**src/rtl/lag_tile_injector.sv**
```systemverilog
// Tile-side wormhole injector: queues packet descriptors, picks a free entry PL
// round-robin and streams head/body/tail flits onto the tile din slot.
module lag_tile_injector #(
   parameter int XS       = 4,
   parameter int YS       = 4,
   parameter int NPLE     = 2,
   parameter int DATA_W   = 32,
   parameter int MAX_LEN  = 16,
   parameter int DQ_DEPTH = 4,
   localparam int XW = (XS > 1) ? $clog2(XS) : 1,
   localparam int YW = (YS > 1) ? $clog2(YS) : 1,
   localparam int PW = (NPLE > 1) ? $clog2(NPLE) : 1,
   localparam int LW = $clog2(MAX_LEN + 1),
   localparam int FW = 3 + PW + XW + YW + DATA_W
) (
   input  logic              clk,
   input  logic              rst_n,
   input  logic              desc_valid,
   output logic              desc_ready,
   input  logic [XW-1:0]     desc_x,
   input  logic [YW-1:0]     desc_y,
   input  logic [LW-1:0]     desc_len,
   input  logic              data_valid,
   output logic              data_ready,
   input  logic [DATA_W-1:0] data_in,
   input  logic [NPLE-1:0]   full_flag,
   output logic [FW-1:0]     flit_out,
   output logic [31:0]       pkt_count,
   output logic [31:0]       flit_count,
   output logic              busy
);

   localparam int QW = $clog2(DQ_DEPTH);
   localparam int CW = $clog2(DQ_DEPTH + 1);

   typedef struct packed {
      logic              valid;
      logic              head;
      logic              tail;
      logic [PW-1:0]     pl;
      logic [XW-1:0]     xdest;
      logic [YW-1:0]     ydest;
      logic [DATA_W-1:0] data;
   } flit_t;

   typedef enum logic [1:0] {IDLE, SEL, SEND} state_t;

   logic [XW-1:0] q_x   [DQ_DEPTH];
   logic [YW-1:0] q_y   [DQ_DEPTH];
   logic [LW-1:0] q_len [DQ_DEPTH];
   logic [QW-1:0] wr_ptr, rd_ptr;
   logic [CW-1:0] count;

   state_t        state;
   logic [PW-1:0] pl, last_pl, sel_pl, cand;
   logic          sel_found;
   logic [XW-1:0] dest_x;
   logic [YW-1:0] dest_y;
   logic [LW-1:0] remaining;
   logic          first;
   logic          is_tail;
   flit_t         flit_reg;
   logic          push, pop, fire, q_empty, len_ok;

   assign desc_ready = (count != CW'(DQ_DEPTH));
   assign len_ok     = (desc_len != '0) && (desc_len <= LW'(MAX_LEN));
   assign push       = desc_valid && desc_ready && len_ok;
   assign q_empty    = (count == '0);
   assign pop        = (state == SEL) && sel_found && !q_empty;
   assign fire       = (state == SEND) && data_valid && !full_flag[pl];
   assign is_tail    = (remaining == LW'(1));
   assign data_ready = fire;
   assign busy       = (state != IDLE) || !q_empty;
   assign flit_out   = flit_reg;

   // Round-robin search starting just after the PL used by the previous packet.
   always_comb begin
      sel_found = 1'b0;
      sel_pl    = '0;
      cand      = '0;
      for (int k = 1; k <= NPLE; k++) begin
         cand = PW'((int'(last_pl) + k) % NPLE);
         if (!sel_found && !full_flag[cand]) begin
            sel_found = 1'b1;
            sel_pl    = cand;
         end
      end
   end

   always_ff @(posedge clk) begin
      if (push) begin
         q_x[wr_ptr]   <= desc_x;
         q_y[wr_ptr]   <= desc_y;
         q_len[wr_ptr] <= desc_len;
      end
   end

   always_ff @(posedge clk or negedge rst_n) begin
      if (!rst_n) begin
         wr_ptr <= '0;
         rd_ptr <= '0;
         count  <= '0;
      end else begin
         if (push) wr_ptr <= wr_ptr + QW'(1);
         if (pop)  rd_ptr <= rd_ptr + QW'(1);
         case ({push, pop})
            2'b10:   count <= count + CW'(1);
            2'b01:   count <= count - CW'(1);
            default: ;
         endcase
      end
   end

   // Once a PL is latched it is held until the tail; a full PL stalls the packet.
   always_ff @(posedge clk or negedge rst_n) begin
      if (!rst_n) begin
         state      <= IDLE;
         pl         <= '0;
         last_pl    <= PW'(NPLE - 1);
         dest_x     <= '0;
         dest_y     <= '0;
         remaining  <= '0;
         first      <= 1'b0;
         flit_reg   <= '0;
         flit_count <= '0;
         pkt_count  <= '0;
      end else begin
         flit_reg <= '0;
         case (state)
            IDLE: begin
               if (!q_empty || push) state <= SEL;
            end
            SEL: begin
               if (pop) begin
                  pl        <= sel_pl;
                  dest_x    <= q_x[rd_ptr];
                  dest_y    <= q_y[rd_ptr];
                  remaining <= q_len[rd_ptr];
                  first     <= 1'b1;
                  state     <= SEND;
               end
            end
            SEND: begin
               if (fire) begin
                  flit_reg   <= '{valid: 1'b1, head: first, tail: is_tail, pl: pl,
                                  xdest: dest_x, ydest: dest_y, data: data_in};
                  first      <= 1'b0;
                  remaining  <= remaining - LW'(1);
                  flit_count <= flit_count + 32'd1;
                  if (is_tail) begin
                     pkt_count <= pkt_count + 32'd1;
                     last_pl   <= pl;
                     state     <= (!q_empty || push) ? SEL : IDLE;
                  end
               end
            end
            default: state <= IDLE;
         endcase
      end
   end

endmodule

```
**config.mk**
```make
export PLATFORM = sky130hd
export DESIGN_NAME = lag_tile_injector
export DESIGN_NICKNAME = d
export VERILOG_FILES = /design/src/rtl/lag_tile_injector.sv
export SDC_FILE = /design/constraint.sdc
export NUM_CORES = 1
export LEC_CHECK = 0
export CAP_MARGIN = 20
export CORE_ASPECT_RATIO = 0.6
export CORE_MARGIN = 10
export CORE_UTILIZATION = 35
export CTS_BUF_LIST = sky130_fd_sc_hd__clkbuf_8
export CTS_CLUSTER_DIAMETER = 40
export DETAILED_ROUTE_END_ITERATION = 12
export PLACE_DENSITY = 0.69
export SLEW_MARGIN = 15
export SYNTH_ARGS = -nofsm -noshare
export SYNTH_HDL_FRONTEND = slang
export SYNTH_SLANG_ARGS = --single-unit
export TNS_END_PERCENT = 10
```
**constraint.sdc**
```tcl
create_clock -name clk -period 6.42 [get_ports clk]
set_clock_uncertainty 0.05 [all_clocks]
set_input_delay 0.642 -clock clk [delete_from_list [all_inputs] [get_ports clk]]
set_output_delay 0.642 -clock clk [all_outputs]
set_load 0.02 [all_outputs]
```
### Word level (Yosys, flattened, before mapping)

Memory sizes are Yosys's and may differ from the RTL's. A register that Yosys moved wholly into a read port is not among the register bits.
Index checks and enable logic that the tools add are counted.

* add/subtract/negate cells: 9
* multiply operators: 0
* divide/modulo/power cells: 0
* $lt $le $gt $ge: 4
* equal/unequal tests: 10
* shift operators: 0
* multiplexer cells: 27
* bitwise logic cells: 0
* reduce and logical (&&, ||, !) cells: 26

Operator list (count)
* 40-bit 2-to-1 mux: 2
* 32-bit by 1-bit adder with 32-bit output (second input constant): 2
* 1-bit 2-to-1 mux: 15
* 5-bit 2-to-1 mux: 2
* 5-bit one-hot mux with 2 select lines: 1
* 1-bit logical AND: 8
* 2-bit 2-to-1 mux: 4
* 2-bit != test (second input constant): 4
* 1-bit by 2-bit < comparator with 1-bit output (second input constant): 3
* 2-bit one-hot mux with 3 select lines: 1
* 3-bit one-hot mux with 2 select lines: 1
* 3-bit AND reduction: 2
* 2-bit nonzero test: 3
* 5-bit by 1-bit equality test with 1-bit output (second input constant): 1
* 5-bit <= comparator (second input constant): 1
* 1-bit logical NOT: 5
* 5-bit nonzero test: 1
* 5-bit by 1-bit subtractor with 5-bit output (second input constant): 1
* 2-bit by 1-bit adder with 2-bit output (second input constant): 2
* 2-bit by 1-bit equality test with 1-bit output (second input constant): 2
* 2-bit equality test (second input constant): 2
* 2-bit AND reduction: 2
* 4-bit AND reduction: 1
* 3-bit by 1-bit adder with 3-bit output (second input constant): 1
* other kinds (7): 9

* bits in registers: 121
* bits in latches: 0
* RAM bits: 36
* ROM bits: 0
* input bits: 47
* output and inout bits: 107
* memories kept: 3

Memory list
* q_len: depth 4, bits a word 5, read ports 1, clocked after memory_dff 0, write ports 1, RTL line 50 `logic [LW-1:0] q_len [DQ_DEPTH];`
* q_x: depth 4, bits a word 2, read ports 1, clocked after memory_dff 1, write ports 1, RTL line 48 `logic [XW-1:0] q_x [DQ_DEPTH];`
* q_y: depth 4, bits a word 2, read ports 1, clocked after memory_dff 1, write ports 1, RTL line 49 `logic [YW-1:0] q_y [DQ_DEPTH];`

### Depth between registers and ports, before layout

* depth in word-level cells: 10
* gate-level depth with buffers: 10
* gate-level depth less buffers: 9

### Least setup slack after synthesis

No wires, ideal clock.

* path kind: in2reg
* start: input port desc_len[1]
* end: register count[2]
* library setup time: 0.125 ns
* arrival time: 2.464 ns
* required time: 6.245 ns
* path slack: 3.780 ns
* stages: 10
* cell sequence: nor4_1 xnor2_1 and3_1 clkbuf_1 inv_1 ha_1 fa_1 xnor2_1 nor2_1 xor2_1

* longest elaborated chain between the ends: 5
* elaborated cells between the ends (all ways): 8
* classes of those cells: order compare (1); eq/ne (2); mux (1); reduce/logical (4)

Ends and longest elaborated chain
* start, declared: RTL line 22 `input logic [LW-1:0] desc_len,`
* 5-bit <= comparator / 5-bit nonzero test (equally long branches): RTL line 66 `assign len_ok = (desc_len != '0) && (desc_len <= LW'(MAX_LEN));`
* 1-bit logical AND (*): RTL line 66
* 1-bit logical AND (*): RTL line 67 `assign push = desc_valid && desc_ready && len_ok;`
* 2-bit by 1-bit equality test with 1-bit output / 2-bit equality test (equally long branches): RTL line 106 `case ({push, pop})`
* 3-bit one-hot mux with 2 select lines / 2-bit nonzero test (equally long branches)
* end signal, assigned: RTL line 107 `2'b10: count <= count + CW'(1);`
* end signal, assigned: RTL line 108 `2'b01: count <= count - CW'(1);`
* end, declared: RTL line 52 `logic [CW-1:0] count;`

Mark *: on every way between the ends. The rest lies on a longest branch, timed or not.
A chain may end at the register's enable or synchronous reset.

### Worst setup path in the final report

* start: input port full_flag[0]
* end: output port data_ready

* longest elaborated chain between the ends: 4

Ends and longest elaborated chain
* start, declared: RTL line 26 `input logic [NPLE-1:0] full_flag,`
* 1-bit 2-to-1 mux (implied by the code) (2 in a row): RTL line 70 `assign fire = (state == SEND) && data_valid && !full_flag[pl];`
* 1-bit logical NOT: RTL line 70
* 1-bit logical AND: RTL line 70
* end, declared: RTL line 24 `output logic data_ready,`

No other way between the ends. The select of a mux whose other input is x is not followed.

==> reports/qor.csv <==
metric,value,unit
final hold violations,0,
Setup Buffers After CTS,0,
Fillers,1677,
Num CTS Buffers,17,
post-route design area,9014,um^2
shortest period the worst path allows,3.617,ns
share of layout cells above drive strength 1,8.769,%
count of cells resized by post-cts repair,0,
register area share after synthesis,61.72,%
Post-Synthesis Cells,539,
Placeable Area,19080,um^2
Max Slew Vio Count,0,
CTS Sinks,161,
GP Congestion,0.7930,
largest net degree at the start of global routing,70,
drt via density,4.824,
Die Footprint,25660,um^2
endpoint class of the critical path,output pin,
crit path launch,full_flag[0],
initial antenna violation count,0,
FF-to-FF End,count[2],
Setup TNS,0,ns
Slew HR,40.95,%
"commonest non-fill, non-tap cell in the layout",clkdlybuf4s50_1,
top-area cell type share of the netlist area,45.49,%
Seq cells post-synth,161,
DRT iter0 DRCs,356,
largest cells by area after synthesis,"dfrtp_1, edfxtp_1, xor2_1, and3_1, mux4_2",
Layout Nets,751,
crit path to,data_ready,
"Async S/R FF share, synth",77.64,%
syn_nets,596,
IO Pins,154,
Worst Setup Start Kind,primary input,
vias in the first global route,4705,
crit path max fanout,45,
final setup fails,0,
worst skew pair latency,0.46,ns
clock-pin slew on the worst setup and hold paths,0.09,ns
grt ovf,0,
Die W,200.2,um
CTS Buffer Depth,2,
drt first pass iters,4,
Ys Warns,0,
post-DP HPWL,12790,um
Core Rows,39,
reg2reg start,count[0],
gr usage total,13.83,%
overall power,0.002688,W
DR WL/cell,18.36,um
unrepaired setup endpoints after global routing,false,
commonest register cell after synthesis,dfrtp_1,
worst reg-to-reg path cell count,8,
Crit Path Category,in2out,
Final ANT Viol Nets,0,
status,finished clean,
post-synthesis instance area,6822,um^2
I/O Buffers,153,
final worst slack,2.803,ns
"area leader, netlist",dfrtp_1,
number of flops mapped to enable cells by yosys,36,
area post-placement,8612,um^2
hold_buf cts,0,
"Req. time, crit path",5.73,ns
PD cells,298.2,nW/um^2
Avg Inst Size Synth,12.66,um^2
drt total wl,17860,um
worst-margin pin slew,0.8858,ns
first-pass GRT wire length,28150,um
TritonCTS clock tree,built,
CP arrival,2.92,ns
number of distinct library cells after synthesis,47,
Max Fclk,276.5,MHz
drt drc,0,
ANT cells,0,
Initial Util,35.75,%
Vias,4694,
R2R setup slack,3.71,ns
max cap viols,0,
fin crit share,56.33,%
root buffer cell,clkbuf_8,
Max VDD drop,168.0,uV
"leading cell types in the layout, fill and taps excluded","clkdlybuf4s50_1, dfrtp_1, nand2_1, xor2_1, and3_1",
Die Y,128.1,um
Leak Pwr,4.071,nW
H-tree levels,4,
Hold Crit Class,in2async,
Layout area overhead,32.13,%
DP Worst Slack,2.801,ns
final hold slack,0.2536,ns
==> worst min-delay path by stage <==
stage,start,cells past startpoint,end
floorplan,rst_n,0,count[0]
global placement,dest_x[0],2,dest_x[0]
detailed placement,dest_x[0],2,dest_x[0]
CTS,rst_n,1,flit_count[30]
global route,rst_n,1,flit_count[30]
finish,rst_n,1,flit_count[30]
==> through the flow <==
stage                     std cells  utilization, %
final                           973           47.24
after global routing            973           47.24
after CTS                       973           47.24
after detailed placement        941           45.14
after global placement          941           45.14
after floorplan                 539               -
==> cells in the mapped netlist, types with 3 or more instances <==
library cell / count
nor4_2: 4
clkbuf_1: 13
nand4_1: 14
nor2_1: 15
a21oi_1: 3
ha_1: 9
o21ai_0: 8
buf_2: 3
dfrtp_1: 124
and3_1: 44
nor4_1: 20
nor3_1: 23
nand3_1: 22
and2_1: 7
nand2_1: 53
xor2_1: 51
mux4_2: 9
inv_1: 17
edfxtp_1: 36
and4_1: 11
xnor2_1: 18
or3_1: 3
==> routing by layer <==
| layer | track usage (%) | up-vias | part of all wire, % |
|---|---|---|---|
| li1 | - | 2235 | - |
| met1 | 20.07 | 2322 | 51 |
| met2 | 18.92 | 123 | 42 |
| met3 | 4.543 | 14 | 6.3 |
| met4 | 4.064 | 0 | 1.1 |
| met5 | 0 | - | 0 |
==> power breakdown <==
group	internal (W)	total [W]	leakage (nW)	switching, W
Clock	0.000362	0.000772	0.202	0.000410
Sequential	0.00117	0.00130	1.99	0.000128
Combinational	0.000287	0.000615	1.88	0.000328
Total	0.00182	0.00269	4.07	0.000866
==> critical path: stages <==
cell	delay [ns]
clkdlybuf4s50_1	0.50
mux2i_4	0.17
buf_4	0.43
nand2_2	0.32
inv_1	0.20
clkdlybuf4s50_1	0.65
==> cells by family after synthesis <==
kind of cell	after synthesis	synth area share, %
AND/OR/NAND/NOR	231	19.68
flip-flops	161	61.72
XOR/XNOR	69	8.859
buffers and inverters	37	2.311
AO/OA/AOI/OAI	18	1.632
multiplexers	13	3.852
adder cells (fa/ha/maj)	10	1.944
==> sequential cells by signal, indices dropped and copies added (netlist names) <==
register	flops
remaining	5
pkt_count	32
q_y	8
pl	1
dest_y	2
last_pl	1
rd_ptr	2
state	2
q_len	20
q_x	8
flit_count	32
flit_out	40
wr_ptr	2
first	1
count	3
dest_x	2
==> layout make-up <==
class                           instances  area, um^2  share of cell area [%]
Sequential cell                       161        4210                   46.71
Multi-Input combinational cell        341        2454                   27.22
Timing Repair Buffer                  156        1551                   17.21
Tap cell                              266       332.8                   3.692
Clock buffer                           18       247.7                   2.748
Clock inverter                         14       153.9                   1.707
Inverter                               17       63.81                  0.7079
Power figures use the tool's default switching activity.
